`src/rtl/align_pkg.sv`:
```
// align_pkg: shared state encoding, parcel width and RVC test for the instruction aligner.
package align_pkg;
    localparam int PARCEL_W = 16;

    typedef enum logic [1:0] {ALIGNED, HALF, SKIP} align_state_e;

    function automatic logic is_rvc(input logic [PARCEL_W-1:0] p);
        return p[1:0] != 2'b11;
    endfunction
endpackage

```
`src/rtl/inst_align_perf.sv`:
```
// inst_align_perf: saturating counters of issued compressed and 32-bit instructions.
module inst_align_perf #(
    parameter int PERF_W = 32
) (
    input  logic              clk,
    input  logic              rst_n,
    input  logic              load,
    input  logic              compressed,
    output logic [PERF_W-1:0] rvc_cnt,
    output logic [PERF_W-1:0] rvi_cnt
);
    always_ff @(posedge clk or negedge rst_n) begin
        if (!rst_n) begin
            rvc_cnt <= '0;
            rvi_cnt <= '0;
        end else begin
            if (load & compressed & ~&rvc_cnt) rvc_cnt <= rvc_cnt + 1'b1;
            if (load & !compressed & ~&rvi_cnt) rvi_cnt <= rvi_cnt + 1'b1;
        end
    end
endmodule

```
`src/rtl/inst_align.sv`:
```
// inst_align: splits/joins 16-bit parcels of fetch words into whole instructions for decode.
// Define INST_ALIGN_PERF_EN to add the perf_rvc_cnt/perf_rvi_cnt issue counters.
module inst_align
    import align_pkg::*;
#(
    parameter int XLEN = 64
`ifdef INST_ALIGN_PERF_EN
  , parameter int PERF_W = 32
`endif
) (
    input  logic              clk,
    input  logic              rst_n,
    input  logic              flush,
    input  logic [XLEN-1:0]   flush_pc,
    input  logic              f_valid,
    output logic              f_ready,
    input  logic [31:0]       f_data,
    input  logic [XLEN-1:0]   f_pc,
    output logic              d_valid,
    input  logic              d_ready,
    output logic [31:0]       d_inst,
    output logic [XLEN-1:0]   d_pc,
    output logic              d_compressed
`ifdef INST_ALIGN_PERF_EN
  , output logic [PERF_W-1:0] perf_rvc_cnt,
    output logic [PERF_W-1:0] perf_rvi_cnt
`endif
);
    align_state_e          state;
    logic [PARCEL_W-1:0]   hold_q;
    logic [XLEN-1:0]       hold_pc_q;
    logic                  out_free, hold_rvc, lo_rvc, fire, emit, e_c;
    logic [31:0]           e_inst;
    logic [XLEN-1:0]       e_pc;
    logic                  unused_flush_pc;

    // Only the halfword bit of the redirect target matters here.
    assign unused_flush_pc = ^{flush_pc[XLEN-1:2], flush_pc[0]};

    assign out_free = !d_valid | d_ready;
    assign hold_rvc = is_rvc(hold_q);
    assign lo_rvc   = is_rvc(f_data[15:0]);
    assign f_ready  = !flush & ((state == SKIP) | (state == ALIGNED & out_free) |
                                (state == HALF & !hold_rvc & out_free));
    assign fire     = f_valid & f_ready;
    assign emit     = !flush & out_free &
                      ((state == ALIGNED & f_valid) | (state == HALF & (hold_rvc | f_valid)));

    always_comb begin
        e_pc   = state == ALIGNED ? f_pc : hold_pc_q;
        e_c    = state == ALIGNED ? lo_rvc : hold_rvc;
        e_inst = state == ALIGNED ? (lo_rvc ? {16'b0, f_data[15:0]} : f_data)
                                  : (hold_rvc ? {16'b0, hold_q} : {f_data[15:0], hold_q});
    end

    always_ff @(posedge clk or negedge rst_n) begin
        if (!rst_n) begin
            state        <= ALIGNED;
            hold_q       <= '0;
            hold_pc_q    <= '0;
            d_valid      <= 1'b0;
            d_inst       <= '0;
            d_pc         <= '0;
            d_compressed <= 1'b0;
        end else if (flush) begin
            state     <= flush_pc[1] ? SKIP : ALIGNED;
            hold_q    <= '0;
            hold_pc_q <= '0;
            d_valid   <= 1'b0;
        end else begin
            if (emit) begin
                d_valid      <= 1'b1;
                d_inst       <= e_inst;
                d_pc         <= e_pc;
                d_compressed <= e_c;
            end else if (d_ready) begin
                d_valid <= 1'b0;
            end
            // A whole 32-bit word in ALIGNED leaves nothing behind to hold.
            if (fire & !(state == ALIGNED & !lo_rvc)) begin
                hold_q    <= f_data[31:16];
                hold_pc_q <= f_pc + XLEN'(2);
            end
            if (state == SKIP & fire) state <= HALF;
            else if (state == ALIGNED & fire & lo_rvc) state <= HALF;
            else if (state == HALF & emit & hold_rvc) state <= ALIGNED;
        end
    end

`ifdef INST_ALIGN_PERF_EN
    inst_align_perf #(.PERF_W(PERF_W)) u_perf (
        .clk        (clk),
        .rst_n      (rst_n),
        .load       (emit),
        .compressed (e_c),
        .rvc_cnt    (perf_rvc_cnt),
        .rvi_cnt    (perf_rvi_cnt)
    );
`endif
endmodule
```
`config.mk`:
```
export PLATFORM = sky130hd
export DESIGN_NAME = inst_align
export DESIGN_NICKNAME = d
export VERILOG_FILES = /design/src/rtl/align_pkg.sv /design/src/rtl/inst_align_perf.sv /design/src/rtl/inst_align.sv
export SDC_FILE = /design/constraint.sdc
export NUM_CORES = 1
export LEC_CHECK = 0
export BUFFER_PORTS_ARGS = -buffer_cell sky130_fd_sc_hd__buf_2
export CAP_MARGIN = 15
export CORE_MARGIN = 2
export CORE_UTILIZATION = 51
export CTS_CLUSTER_DIAMETER = 100
export DETAILED_ROUTE_END_ITERATION = 12
export GPL_TIMING_DRIVEN = 0
export PLACE_DENSITY = 0.76
export SLEW_MARGIN = 15
export SYNTH_ARGS = -nofsm -noshare
export SYNTH_HDL_FRONTEND = slang
export SYNTH_HIERARCHICAL = 1
export SYNTH_SLANG_ARGS = --single-unit
```
`constraint.sdc`:
```
create_clock -name clk -period 2.1 [get_ports clk]
set_input_delay 0.315 -clock clk [delete_from_list [all_inputs] [get_ports clk]]
set_output_delay 0.315 -clock clk [all_outputs]
set_load 0.05 [all_outputs]
```
# Word level (Yosys, flattened, before mapping)
# Index checks and enable logic that the tools add are counted.
# Widths: inputs -> output; s select.
[word_totals]
elab_cells = 61
ramBits = 0
rom_bits = 0
latch_bits = 0
output_inout_bits = 99
mem_count = 0
reg_bits = 180
[classes]
n_addsub = 1
mul = 0
order_cmp = 0
muxes = 17
n_eq_ne = 4
bitwise_logic = 22
div = 0
n_reduce_logical = 10
n_shift = 0
[ops]
columns = ["cell", "n"]
rows = [
  ["$mux 64", 3],
  ["$mux 32", 3],
  ["$add 64x2->64 const B", 1],
  ["$mux 16", 2],
  ["$and 1x1->1", 16],
  ["$mux 2", 5],
  ["$logic_not 1->1", 5],
  ["$or 1x1->1", 5],
  ["$mux 1", 4],
  ["$ne 2x2->1 const B", 2],
  ["$reduce_bool 4->1", 1],
  ["$reduce_bool 3->1", 1],
  ["$eq 2x1->1 const B", 1],
  ["$eq 2x2->1 const B", 1],
  ["$logic_not 2->1", 1],
  ["$reduce_and 2->1", 1],
  ["$reduce_bool 2->1", 1],
  ["$not 1->1", 1],
]

# Logic depth before layout (Yosys ltp)
# Gate-level depths: netlist (run 1).
[depth]
word_depth = 12
ltp_mapped = 8
depth_no_buf = 6

# Worst setup path before layout (run 1)
# Ideal clock, no wire load.
[synth_path]
path_kind = "register -> output"
startpoint = "reg d_valid"
endpoint = "out f_ready"
n_path_buf = 0
slack_ps = -228
arrival_time_ps = 2013
path_stages_with_launch = 3
required_time_ps = 1785
cell_sequence = "dfrtp_1 nor3b_1 a211oi_1"
[synth_via]
elab_chain_len = 6
elab_cells_between_ends = 7
cone_classes = "6 x bitwise; 1 x reduce/logical"
[synth_rtl]
columns = ["item", "line", "text"]
rows = [
  ["start: declaration", "inst_align.sv:19", "output logic d_valid,"],
  ["start signal: assignment", "inst_align.sv:61", "d_valid <= 1'b0;"],
  ["start signal: assignment", "inst_align.sv:69", "d_valid <= 1'b0;"],
  ["start signal: assignment", "inst_align.sv:72", "d_valid <= 1'b1;"],
  ["$logic_not 1->1 *", "inst_align.sv:40", "assign out_free = !d_valid | d_ready;"],
  ["$or 1x1->1 *", "inst_align.sv:40", ""],
  ["$and 1x1->1", "inst_align.sv:43", "assign f_ready = !flush & ((state == SKIP) | (state == ALIGNED & out_free) |"],
  ["$or 1x1->1", "inst_align.sv:43", ""],
  ["$or 1x1->1 *", "inst_align.sv:43", ""],
  ["$and 1x1->1 *", "inst_align.sv:43", ""],
  ["end: declaration", "inst_align.sv:16", "output logic f_ready,"],
]
# Mark *: on every way between the ends. The rest lies on a longest branch, timed or not.

# Worst setup path in the final report (run 1)
[layout_path]
startpoint = "reg state[1]"
endpoint = "reg hold_pc_q[60]"
[layout_via]
elab_chain_len = 8
elab_cells_between_ends = 14
cone_classes = "2 x eq/ne; 9 x bitwise; 3 x reduce/logical"
[layout_rtl]
columns = ["item", "line", "text"]
rows = [
  ["start: declaration", "inst_align.sv:29", "align_state_e state;"],
  ["start signal: assignment", "inst_align.sv:66", "state <= flush_pc[1] ? SKIP : ALIGNED;"],
  ["$eq 2x1->1 / $logic_not 2->1 (equally long branches)", "inst_align.sv:44, inst_align.sv:43, inst_align.sv:80", ""],
  ["$and 1x1->1, on equally long branches", "inst_align.sv:44, inst_align.sv:43", ""],
  ["$and 1x1->1 / $or 1x1->1 (equally long branches)", "inst_align.sv:44, inst_align.sv:43", ""],
  ["$or 1x1->1", "inst_align.sv:43", ""],
  ["$and 1x1->1", "inst_align.sv:43", ""],
  ["$and 1x1->1", "inst_align.sv:45", "assign fire = f_valid & f_ready;"],
  ["$and 1x1->1 *", "inst_align.sv:80", "if (fire & !(state == ALIGNED & !lo_rvc)) begin"],
  ["$reduce_bool 2->1 (no source line) *", "-", ""],
  ["end signal: assignment", "inst_align.sv:82", "hold_pc_q <= f_pc + XLEN'(2);"],
  ["end: declaration", "inst_align.sv:31", "logic [XLEN-1:0] hold_pc_q;"],
]
# Marks and branches as above.
# A chain may end at the register's enable or synchronous reset.

==> results of run 1 <==
## power groups by stage
stage	Combinational, mW	Sequential, mW	Clock [mW]
2_1_floorplan	1.05	6.08	0
3_3_place_gp	3.72	4.47	0
3_5_place_dp	3.79	4.48	0
4_1_cts	3.84	4.42	3.35
5_1_grt	4.12	4.50	3.49
6_report	3.88	4.42	3.35
## repair_timing
| action | CTS | global route |
|---|---|---|
| pin swaps | 9 | 3 |
| gates resized for setup | 42 | 42 |
| endpoints found under the hold margin | 101 | 0 |
| hold buffers | 1 | 0 |
| setup endpoints to repair | 174 | 136 |
| gates cloned | 1 | 0 |
| buffers inserted | 4 | 5 |
## worst max-delay path by stage
stage	start	end	slack [ns]	depth (start not counted)
after global placement	rst_n	d_valid$_DFFE_PN0P_	-2.56	1
after global routing	state[0]$_DFFE_PN0P_	hold_pc_q[59]$_DFFE_PN0P_	-0.07	8
after CTS	state[1]$_DFFE_PN0P_	hold_pc_q[60]$_DFFE_PN0P_	-0.04	6
after floorplan	d_valid$_DFFE_PN0P_	hold_pc_q[60]$_DFFE_PN0P_	0.03	6
final	state[1]$_DFFE_PN0P_	hold_pc_q[60]$_DFFE_PN0P_	0.02	7
after detailed placement	hold_q[1]$_DFFE_PN0P_	d_inst[23]$_DFFE_PN0P_	-0.84	8
## synthesized netlist by cell type, drive strengths merged, types with 15 or more instances
library cell	number
o21ai	137
xnor2	30
a22oi	16
clkbuf	49
mux2i	80
or4	15
nand3	111
nand4	28
nor2	22
nand2	171
dfrtp	180
buf	31
## worst min-delay path, stage by stage
cell	delay [ns]
buf_2	0.09
nand2_1	0.04
nand2_1	0.05
## sequential cells by signal, indices dropped and copies added, names as in the netlist
register / count
d_pc: 64
d_inst: 32
hold_pc_q: 64
hold_q: 16
state: 2
d_valid: 1
d_compressed: 1
## cell families (layout without fill, tap and decap cells)
kind of cell	count (synthesis)	after routing	synth area share [%]
compound gates	201	201	12.5
xor+xnor	40	40	3.75
fa+ha+maj	1	1	0.134
buf+inv	88	327	4.24
flops	180	180	48.2
mux	80	80	8.57
other cells	0	4	0
simple gates	420	420	22.5
## cell type report
cell class / instances / area share (%)
inverters: 8 / 0.261
clock buffers: 18 / 3.81
clock inverters: 14 / 1.44
repair buffers: 208 / 9.68
multi-input cells: 742 / 39.1
diodes: 4 / 0.0869
plain buffers: 79 / 3.98
flip-flops and latches: 180 / 39.2
well taps: 229 / 2.49
## per-layer routing
| layer | global-route usage [%] | part of all wire [%] |
|---|---|---|
| met5 | 0 | 0.028 |
| met4 | 11.5 | 3.0 |
| met3 | 6.71 | 8.2 |
| met2 | 46.1 | 46 |
| met1 | 40.4 | 43 |
## through the flow
stage,power [mW],worst slack [ns],cells
final,11.6,0.0155,1482
after floorplan,7.12,0.0310,1010
after detailed placement,8.27,-0.836,1436
after global placement,8.19,-2.56,1435
after global routing,12.1,-0.0656,1481
after CTS,11.6,-0.0417,1473
## cell usage in the layout (no fill, tap or decap), types with 3 or more instances in the layout
cell	netlist	routed
inv_1	8	8
inv_8	0	3
inv_6	0	4
mux2i_1	80	80
or4_1	15	14
nor3_1	14	12
o311ai_0	4	4
clkbuf_1	49	16
xor2_1	10	10
clkbuf_4	0	7
dfrtp_2	0	4
xnor2_1	30	30
buf_4	4	11
nor4_1	14	13
nand4_1	26	26
a31oi_1	8	7
buf_1	7	8
diode_2	0	4
nand3_1	110	110
o211ai_1	14	14
nor2_1	22	20
clkbuf_16	0	17
dfrtp_1	180	176
and2_1	5	6
and3_1	14	14
and4_1	13	13
buf_6	1	7
nand2_1	170	170
buf_8	2	5
clkbuf_2	0	21
o21ai_0	136	136
a22oi_1	16	16
a211oi_1	7	6
buf_2	17	210
a21oi_1	8	8
==> out/metrics.cfg, run 1 <==
[synthesis]
ys.flop_type = dfrtp_1
ys_seq_area_share_pct = 48.2
yosysUniqueCellTypes = 51
synth-edff-count = 0
yosysWarnings = 6
synth_top_area_share_pct = 48.2
async_reset_ff_share_pct = 100
synth_top_cell_by_area = dfrtp_1
synth.area.top_cells = dfrtp_1 (48%), mux2i_1 (8.6%), o21ai_0 (7.3%)
ys_ff_latch = 180
synth.cell_area_um2 = 9340
netlist_instances = 1010
synth_nets = 1176
syn_avg_cell_area_um2 = 9.25

[finish]
multi_input_comb_area_um2 = 4500
fin_util_pct = 64.1
drive_gt1_share_pct = 25.5
final_cell_area_um2 = 11500
seq_area_um2 = 4510
nFillCells = 1498
area_delta_synth_final_pct = 23.3
fin_nets = 1402

[power_and_ir_drop]
switchingPower_mw = 4.76
p_seq_share_pct = 38.0
swShare_pct = 40.9
intPower_mw = 6.89
pwr-share-clk_pct = 28.7
leakage_nw = 5.53
power.density_nw_per_um2 = 1010
combinationalPowerShare_pct = 33.3
peakVddDrop_mv = 0.826

[floorplanning]
ios = 264
core_um2 = 18000
die_h_um = 139
rows = 49
start_util_pct = 52.0
die_area_um2 = 19400
die_w_um = 139

[critical_path]
max_stage_delay_ns = 0.44
cp_cell_sequence = nand3b_4 > a2111oi_4 > nand2_4 > buf_8 > clkbuf_4 > a31oi_2 > nand3_1
reg2reg_depth = 7
start_kind = flop
crit_type = flop to flop
required_ns = 2.42
r2r-end = hold_pc_q[60]$_DFFE_PN0P_
cp.arrival_ns = 2.41
path_buf_inv = 2
rrSetupSlack_ns = 0.02
r2r-start = state[1]$_DFFE_PN0P_
slowest_stage = dfrtp_2
critPathTopFamily = compound AO/OA/AOI/OAI gates
cp-end-kind = flop
worstPathMaxFanout = 10

[timing]
rsz0062_at_grt = yes
final-setup-viol-count = 0
worst_slew_margin_rel_pct = 49.8
max_freq_ghz = 0.480
fin_setup_tns_ns = 0
worst_slew_pin_slew_ns = 0.746
hold_viol = 0
period_minus_slack_ns = 2.08
fin_crit_sh_pct = 99.3
clock_skew_ns = 0.00882
slew_violations = 0
timing.hold.ws_ns = 0.0748

[drt]
vias_per_cell = 6.01
num_vias = 8910
wire_per_inst_um = 19.5
dr.first_iter.drc_count = 895
ant_nets = 0
firstDrtPassIters = 6
routed_wl_mm = 28.8
drc = 0

[place]
numPortBuffers = 196
placed_area_um2 = 10700
place_congestion = 0.894
place.detailed.hpwl_mm = 20.4

[global_route]
gr-usage-all-layers_pct = 29.5
antenna_found_initial = 5
grt_pass1_vias = 8533
overflow = 0
grt_max_degree = 103
grt_pass1_wl_mm = 45.8

[run_status]
run_status = finished, final reports clean

[clock_network]
cts_buffers = 17
clkSinkCount = 180
cts_tree = built
clk_pin_slew_worst_paths_ns = 0.07
cts_root_buffer = clkbuf_16
clk_latency_ns = 0.44
htree_levels = 4
clockBufferDepth = 2

[worst_hold_path]
hold_end = hold_q[6]$_DFFE_PN0P_
hold_path_depth = 3
min_from = f_data[22]
min_path_type = input port to flop

[run]
max-cap-violations = 0

(Power assumes the default switching activity.)
==> run 2: changes to the inputs <==
Settings changed: PLACE_DENSITY 0.76 to unset, PLACE_DENSITY_LB_ADDON set to 0.2, SYNTH_HIERARCHICAL 1 to unset.
==> out/metrics.cfg, run 2 <==
[power_and_ir_drop]
power.density_nw_per_um2 = 997  ; was 1010 nW/um^2
leakage_nw = 5.48  ; was 5.53 nW
combinationalPowerShare_pct = 33.6  ; was 33.3%
power_mw = 11.4  ; was 11.6 mW
pwr-share-clk_pct = 27.6  ; was 28.7%
switchingPower_mw = 4.78  ; was 4.76 mW
p_seq_share_pct = 38.8  ; was 38.0%
swShare_pct = 41.9  ; was 40.9%
intPower_mw = 6.62  ; was 6.89 mW
peakVddDrop_mv = 0.658  ; was 0.826 mV

[clock_network]
cts_buffers = 17  ; unchanged
cts_tree = built  ; unchanged
cts_root_buffer = clkbuf_16  ; unchanged
clockBufferDepth = 2  ; unchanged
clk_pin_slew_worst_paths_ns = 0.07  ; about the same
clkSinkCount = 180  ; unchanged
htree_levels = 4  ; unchanged
clk_latency_ns = 0.44  ; about the same

[synthesis]
syn_avg_cell_area_um2 = 9.25  ; unchanged
synth_nets = 1176  ; unchanged
synth_top_area_share_pct = 48.2  ; unchanged
ys_ff_latch = 180  ; unchanged
synth.area.top_cells = dfrtp_1 (48%), mux2i_1 (8.6%), o21ai_0 (7.3%)  ; unchanged
synth-simple-area-share_pct = 22.5  ; unchanged
synth_top_cell_by_area = dfrtp_1  ; unchanged
synth_xor_area_share_pct = 3.75  ; unchanged
yosysWarnings = 0  ; was 6
ys.flop_type = dfrtp_1  ; unchanged
async_reset_ff_share_pct = 100  ; unchanged
ys_seq_area_share_pct = 48.2  ; unchanged
synth_fa_ha_area_share_pct = 0.134  ; unchanged
synth.cell_area_um2 = 9340  ; unchanged
synth_top_family_by_area = simple AND/OR/NAND/NOR gates  ; unchanged
synth_mux_area_share_pct = 8.57  ; unchanged
synth_common_cells = dfrtp_1 (180), nand2_1 (170), o21ai_0 (136)  ; unchanged
synth_compound_area_share_pct = 12.5  ; unchanged
synth-edff-count = 0  ; unchanged
netlist_instances = 1010  ; unchanged
yosysUniqueCellTypes = 51  ; unchanged
yosysMostFrequentCell = dfrtp_1  ; unchanged

[worst_hold_path]
hold_path_depth = 3  ; unchanged
min_from = f_data[25]  ; was f_data[22]
min_path_type = input port to flop  ; unchanged

[timing]
period_minus_slack_ns = 2.10  ; was 2.08 ns
rsz0062_at_grt = yes  ; unchanged
max_freq_ghz = 0.476  ; was 0.480 GHz
fin_crit_sh_pct = 100  ; was 99.3%
final-setup-viol-count = 1  ; was 0
fin_setup_tns_ns = -0.00171  ; was 0 ns
worst_slew_margin_rel_pct = 53.9  ; was 49.8%
setup_ws_ns = -0.00171  ; was 0.0155 ns
slew_violations = 0  ; unchanged
worst_slew_pin_slew_ns = 0.686  ; was 0.746 ns
hold_viol = 0  ; unchanged
clock_skew_ns = 0.00654  ; was 0.00882 ns
timing.hold.ws_ns = 0.0812  ; was 0.0748 ns

[critical_path]
worstPathMaxFanout = 10  ; unchanged
slowest_stage = or4_1  ; was dfrtp_2
reg2reg_depth = 6  ; was 7
cp_cell_sequence = nand3b_4 > a2111oi_4 > nand2_4 > buf_4 > or4_1 > nand3_1  ; was nand3b_4 > a2111oi_4 > nand2_4 > buf_8 > clkbuf_4 > a31oi_2 > nand3_1
crit_type = flop to flop  ; unchanged
r2r-start = state[1]$_DFFE_PN0P_  ; unchanged
cp-end-kind = flop  ; unchanged
required_ns = 2.48  ; was 2.42 ns
start_kind = flop  ; unchanged
startpoint = state[1]$_DFFE_PN0P_  ; unchanged
max_stage_delay_ns = 0.51  ; was 0.44 ns
cp.arrival_ns = 2.48  ; was 2.41 ns

[global_route]
grt_pass1_vias = 8283  ; was 8533
antenna_found_initial = 0  ; was 5
grt_pass1_wl_mm = 45.6  ; was 45.8 mm
grt_max_degree = 93  ; was 103
gr-usage-all-layers_pct = 29.4  ; was 29.5%
overflow = 0  ; unchanged

[place]
place.detailed.hpwl_mm = 20.0  ; was 20.4 mm
place_congestion = 0.918  ; was 0.894
pre_cts_ws_ns = -0.749  ; was -0.836 ns
numPortBuffers = 196  ; unchanged

[finish]
area_delta_synth_final_pct = 22.4  ; was 23.3%
antenna_cells = 0  ; was 4
drive_gt1_share_pct = 25.1  ; was 25.5%
final_cell_mix = buf_2 (212), dfrtp_1 (177), nand2_1 (170), o21ai_0 (136), nand3_1 (109)  ; was buf_2 (210), dfrtp_1 (176), nand2_1 (170), o21ai_0 (136), nand3_1 (110)
biggestRegsByFlops = d_pc: 64 flops, hold_pc_q: 64 flops, d_inst: 32 flops  ; unchanged
layout_commonest_cell = buf_2  ; unchanged
fin_util_pct = 63.7  ; was 64.1%
nFillCells = 1559  ; was 1498
fin_nets = 1398  ; was 1402

[drt]
firstDrtPassIters = 5  ; was 6
wire_per_inst_um = 19.3  ; was 19.5 um
dr.first_iter.drc_count = 853  ; was 895
routed_wl_mm = 28.4  ; was 28.8 mm
drc = 0  ; unchanged
vias_per_cell = 5.99  ; was 6.01
ant_nets = 0  ; unchanged
num_vias = 8828  ; was 8910

[floorplanning]
die_area_um2 = 19400  ; unchanged
start_util_pct = 52.0  ; unchanged
ios = 264  ; unchanged
core_um2 = 18000  ; unchanged
die_h_um = 139  ; unchanged
rows = 49  ; unchanged
die_w_um = 139  ; unchanged

[run]
max-cap-violations = 0  ; unchanged

[run_status]
run_status = complete, but fails checks  ; was finished, final reports clean
violations = negative setup slack

-- run 2: final cells by class --
cell class,count,area (um^2),area share [%]
Timing Repair Buffer,204,1070,9.38
Tap cell,229,287,2.50
Sequential cell,180,4510,39.4
Buffer,79,452,3.95
Clock inverter,15,149,1.30
Multi-Input combinational cell,742,4520,39.5
Inverter,8,30.0,0.262
Clock buffer,17,425,3.72
-- run 2: power groups by stage --
| stage | Combinational, mW | Clock (mW) | Sequential, mW |
|---|---|---|---|
| after global placement | 3.72 | 0 | 4.47 |
| after CTS | 3.82 | 3.17 | 4.42 |
| after detailed placement | 3.78 | 0 | 4.48 |
| after global routing | 4.09 | 3.31 | 4.50 |
| final | 3.83 | 3.14 | 4.42 |
| after floorplan | 1.05 | 0 | 6.08 |
-- run 2: logic make-up after synthesis --
family,Yosys count
compound gates,201
flops,180
buf+inv,88
mux,80
xor+xnor,40
simple gates,420
fa+ha+maj,1
-- run 2: what timing repair did --
action,CTS,global route
endpoints found under the hold margin,88,0
pin swaps,2,2
hold buffers,1,0
buffers inserted,3,3
gates resized for setup,37,48
endpoints found under the setup margin,173,145
-- run 2: worst max-delay path: cells and delay by family, from the launching register on --
family          cells  cell delay, ns
simple gates        4            0.90
compound gates      1            0.46
flops               1            0.46
buf+inv             1            0.21
-- run 2: path summary, 6_finish.rpt --
| kind | slack (ns) | endpoint |
|---|---|---|
| worst min register to register | 0.48 | d_pc[12]$_DFFE_PN0P_ |
| max in group asynchronous | 0.74 | state[0]$_DFFE_PN0P_ |
| min in group asynchronous | 0.46 | d_inst[10]$_DFFE_PN0P_ |
| worst min-delay path | 0.08 | hold_q[9]$_DFFE_PN0P_ |
| worst max register to register | -0.002 | hold_pc_q[55]$_DFFE_PN0P_ |
| worst max-delay path | -0.002 | hold_pc_q[55]$_DFFE_PN0P_ |
-- run 2: layer usage --
metal / share of wire, % / up-vias / GRT usage, % / wire [um]
met4: 1.8 / 0 / 7.66 / 508
li1: - / 4097 / - / -
met2: 46 / 406 / 45.7 / 13100
met1: 45 / 4275 / 42.6 / 12700
met3: 7.7 / 50 / 5.85 / 2170
met5: 0 / - / 0 / 0
-- run 2: metrics by stage --
stage               area, um^2  instances
finish                   11400       1474
global route             11400       1474
CTS                      11300       1471
detailed placement       10700       1436
global placement         10600       1435
floorplan                 9350       1010
==> run 3: changes to the inputs <==
Settings changed: SETUP_SLACK_MARGIN set to 0.5.
==> out/metrics.cfg, run 3 (synthesis results as in run 2) <==
[power_and_ir_drop]
intPower_mw = 7.36  ; was 6.62 mW
switchingPower_mw = 5.27  ; was 4.78 mW
swShare_pct = 41.7  ; was 41.9%
combinationalPowerShare_pct = 38.5  ; was 33.6%
peakVddDrop_mv = 0.680  ; was 0.658 mV
power.density_nw_per_um2 = 922  ; was 997 nW/um^2
pwr-share-clk_pct = 25.2  ; was 27.6%
power_mw = 12.6  ; was 11.4 mW
leakage_nw = 6.40  ; was 5.48 nW
p_seq_share_pct = 36.3  ; was 38.8%

[timing]
period_minus_slack_ns = 2.06  ; was 2.10 ns
worst_slew_margin_rel_pct = 39.7  ; was 53.9%
rsz0062_at_grt = yes  ; unchanged
hold_viol = 0  ; unchanged
worst_slew_pin_slew_ns = 0.905  ; was 0.686 ns
fin_setup_tns_ns = 0  ; was -0.00171 ns
slew_violations = 0  ; unchanged
clock_skew_ns = 0.00632  ; was 0.00654 ns
final-setup-viol-count = 0  ; was 1
fin_crit_sh_pct = 98.2  ; was 100%
max_freq_ghz = 0.485  ; was 0.476 GHz

[finish]
area_delta_synth_final_pct = 46.6  ; was 22.4%
multi_input_comb_area_um2 = 5430  ; was 4520 um^2
drive_gt1_share_pct = 44.6  ; was 25.1%
final_cell_area_um2 = 13700  ; was 11400 um^2
fin_nets = 1451  ; was 1398
nFillCells = 1212  ; was 1559
seq_area_um2 = 4510  ; about the same
layout_commonest_cell = buf_2  ; unchanged
biggestRegsByFlops = d_pc: 64 flops, hold_pc_q: 64 flops, d_inst: 32 flops  ; unchanged
final_cell_mix = buf_2 (202), dfrtp_1 (175), nand2_1 (97), mux2i_1 (74), o21ai_1 (73)  ; was buf_2 (212), dfrtp_1 (177), nand2_1 (170), o21ai_0 (136), nand3_1 (109)
stdcell_count = 1527  ; was 1474
antenna_cells = 0  ; unchanged

[critical_path]
crit_type = flop to flop  ; unchanged
cp.arrival_ns = 2.43  ; was 2.48 ns
start_kind = flop  ; unchanged
required_ns = 2.47  ; was 2.48 ns
max_stage_delay_ns = 0.49  ; was 0.51 ns
cp-end-kind = flop  ; unchanged
slowest_stage = or4_1  ; unchanged
worstPathMaxFanout = 6  ; was 10
cp_cell_sequence = nand3b_4 > a2111oi_4 > nand2_4 > clkbuf_8 > or4_1 > nand3_1  ; was nand3b_4 > a2111oi_4 > nand2_4 > buf_4 > or4_1 > nand3_1

[floorplanning]
ios = 264  ; unchanged
start_util_pct = 52.0  ; unchanged
core_um2 = 18000  ; unchanged
die_w_um = 139  ; unchanged
die_area_um2 = 19400  ; unchanged
die_h_um = 139  ; unchanged
rows = 49  ; unchanged

[global_route]
grt_max_degree = 97  ; was 93
grt_pass1_vias = 8608  ; was 8283
grt_pass1_wl_mm = 46.8  ; was 45.6 mm
gr-usage-all-layers_pct = 30.2  ; was 29.4%
antenna_found_initial = 0  ; unchanged
overflow = 0  ; unchanged

[drt]
num_vias = 9642  ; was 8828
dr.first_iter.drc_count = 1109  ; was 853
wire_per_inst_um = 22.4  ; was 19.3 um
ant_nets = 0  ; unchanged
firstDrtPassIters = 8  ; was 5
drc = 0  ; unchanged
vias_per_cell = 6.31  ; was 5.99
routed_wl_mm = 34.2  ; was 28.4 mm

[place]
place.detailed.hpwl_mm = 20.3  ; was 20.0 mm
numPortBuffers = 196  ; unchanged
place_congestion = 0.929  ; was 0.918
dp.cells = 1436  ; unchanged
placed_area_um2 = 10700  ; about the same

[clock_network]
clk_latency_ns = 0.44  ; about the same
clk_pin_slew_worst_paths_ns = 0.07  ; about the same
cts_buffers = 17  ; unchanged
clockBufferDepth = 2  ; unchanged
cts_tree = built  ; unchanged
clkSinkCount = 180  ; unchanged
htree_levels = 4  ; unchanged
cts_root_buffer = clkbuf_16  ; unchanged

[run]
max-cap-violations = 0  ; unchanged

[run_status]
run_status = finished, final reports clean  ; was complete, but fails checks

[worst_hold_path]
min_path_type = input port to flop  ; unchanged

run 3: cell types whose count changed in the layout (fill, tap and decap cells not counted), sizes merged:
| cell | before | now |
|---|---|---|
| buf | 242 | 292 |
| bufinv | 0 | 1 |
| clkbuf | 57 | 60 |
| clkinv | 6 | 7 |
| inv | 14 | 12 |
run 3: final timing paths:
path	to	slack [ns]	depth (start not counted)	startpoint
max	hold_pc_q[50]$_DFFE_PN0P_	0.04	6	state[1]$_DFFE_PN0P_
min	hold_q[10]$_DFFE_PN0P_	0.09	3	f_data[26]
max reg2reg	hold_pc_q[50]$_DFFE_PN0P_	0.04	6	state[1]$_DFFE_PN0P_
min reg2reg	d_pc[60]$_DFFE_PN0P_	0.48	2	d_pc[60]$_DFFE_PN0P_
max in group asynchronous	hold_pc_q[16]$_DFFE_PN0P_	0.74	3	rst_n
min in group asynchronous	d_inst[12]$_DFFE_PN0P_	0.45	2	rst_n
run 3: metal layers:
layer	vias up	global-route usage [%]	wire [um]
li1	4214	-	-
met1	4654	42.4	13700
met4	0	8.13	1450
met2	630	47.4	15900
met5	-	0	0
met3	144	7.16	3200
run 3: final cells by class:
cell class                 instances  area share (%)
tap                              229            2.09
sequential                       180            32.9
buffer                            80            6.23
multi-input combinational        742            39.6
clock buffer                      17            3.11
inverter                           8           0.219
timing repair buffer             256            14.7
clock inverter                    15            1.11
run 3: power by group through the flow:
stage | clock, mW | combinational (mW) | sequential [mW]
finish | 3.19 | 4.86 | 4.58
global placement | 0 | 3.74 | 4.46
detailed placement | 0 | 3.79 | 4.48
floorplan | 0 | 1.06 | 6.08
CTS | 3.18 | 3.97 | 4.42
global route | 3.32 | 5.09 | 4.64
run 3: stage by stage:
step                hold WS [ns]  utilization, %  setup slack, ns
global placement           0.457            59.5            -2.58
CTS                       0.0784            65.5           0.0931
detailed placement         0.357            59.7           -0.751
floorplan                 0.0194               -            0.149
finish                    0.0926            76.2           0.0384
global route               0.103            76.2           0.0149
run 3: timing repair:
item	4_1_cts	5_1_grt
hold buffers	1	0
endpoints found under the setup margin	180	180
resized for setup	89	498
setup buffers	12	20
hold endpoints to repair	84	0
gates cloned	3	23
pin swaps	20	103
run 3: worst max-delay path, delay by kind of cell (launching register included):
kind | cells | cell delay, ns
flip-flops | 1 | 0.42
AND/OR/NAND/NOR | 4 | 0.95
buffers and inverters | 1 | 0.21
AO/OA/AOI/OAI | 1 | 0.41
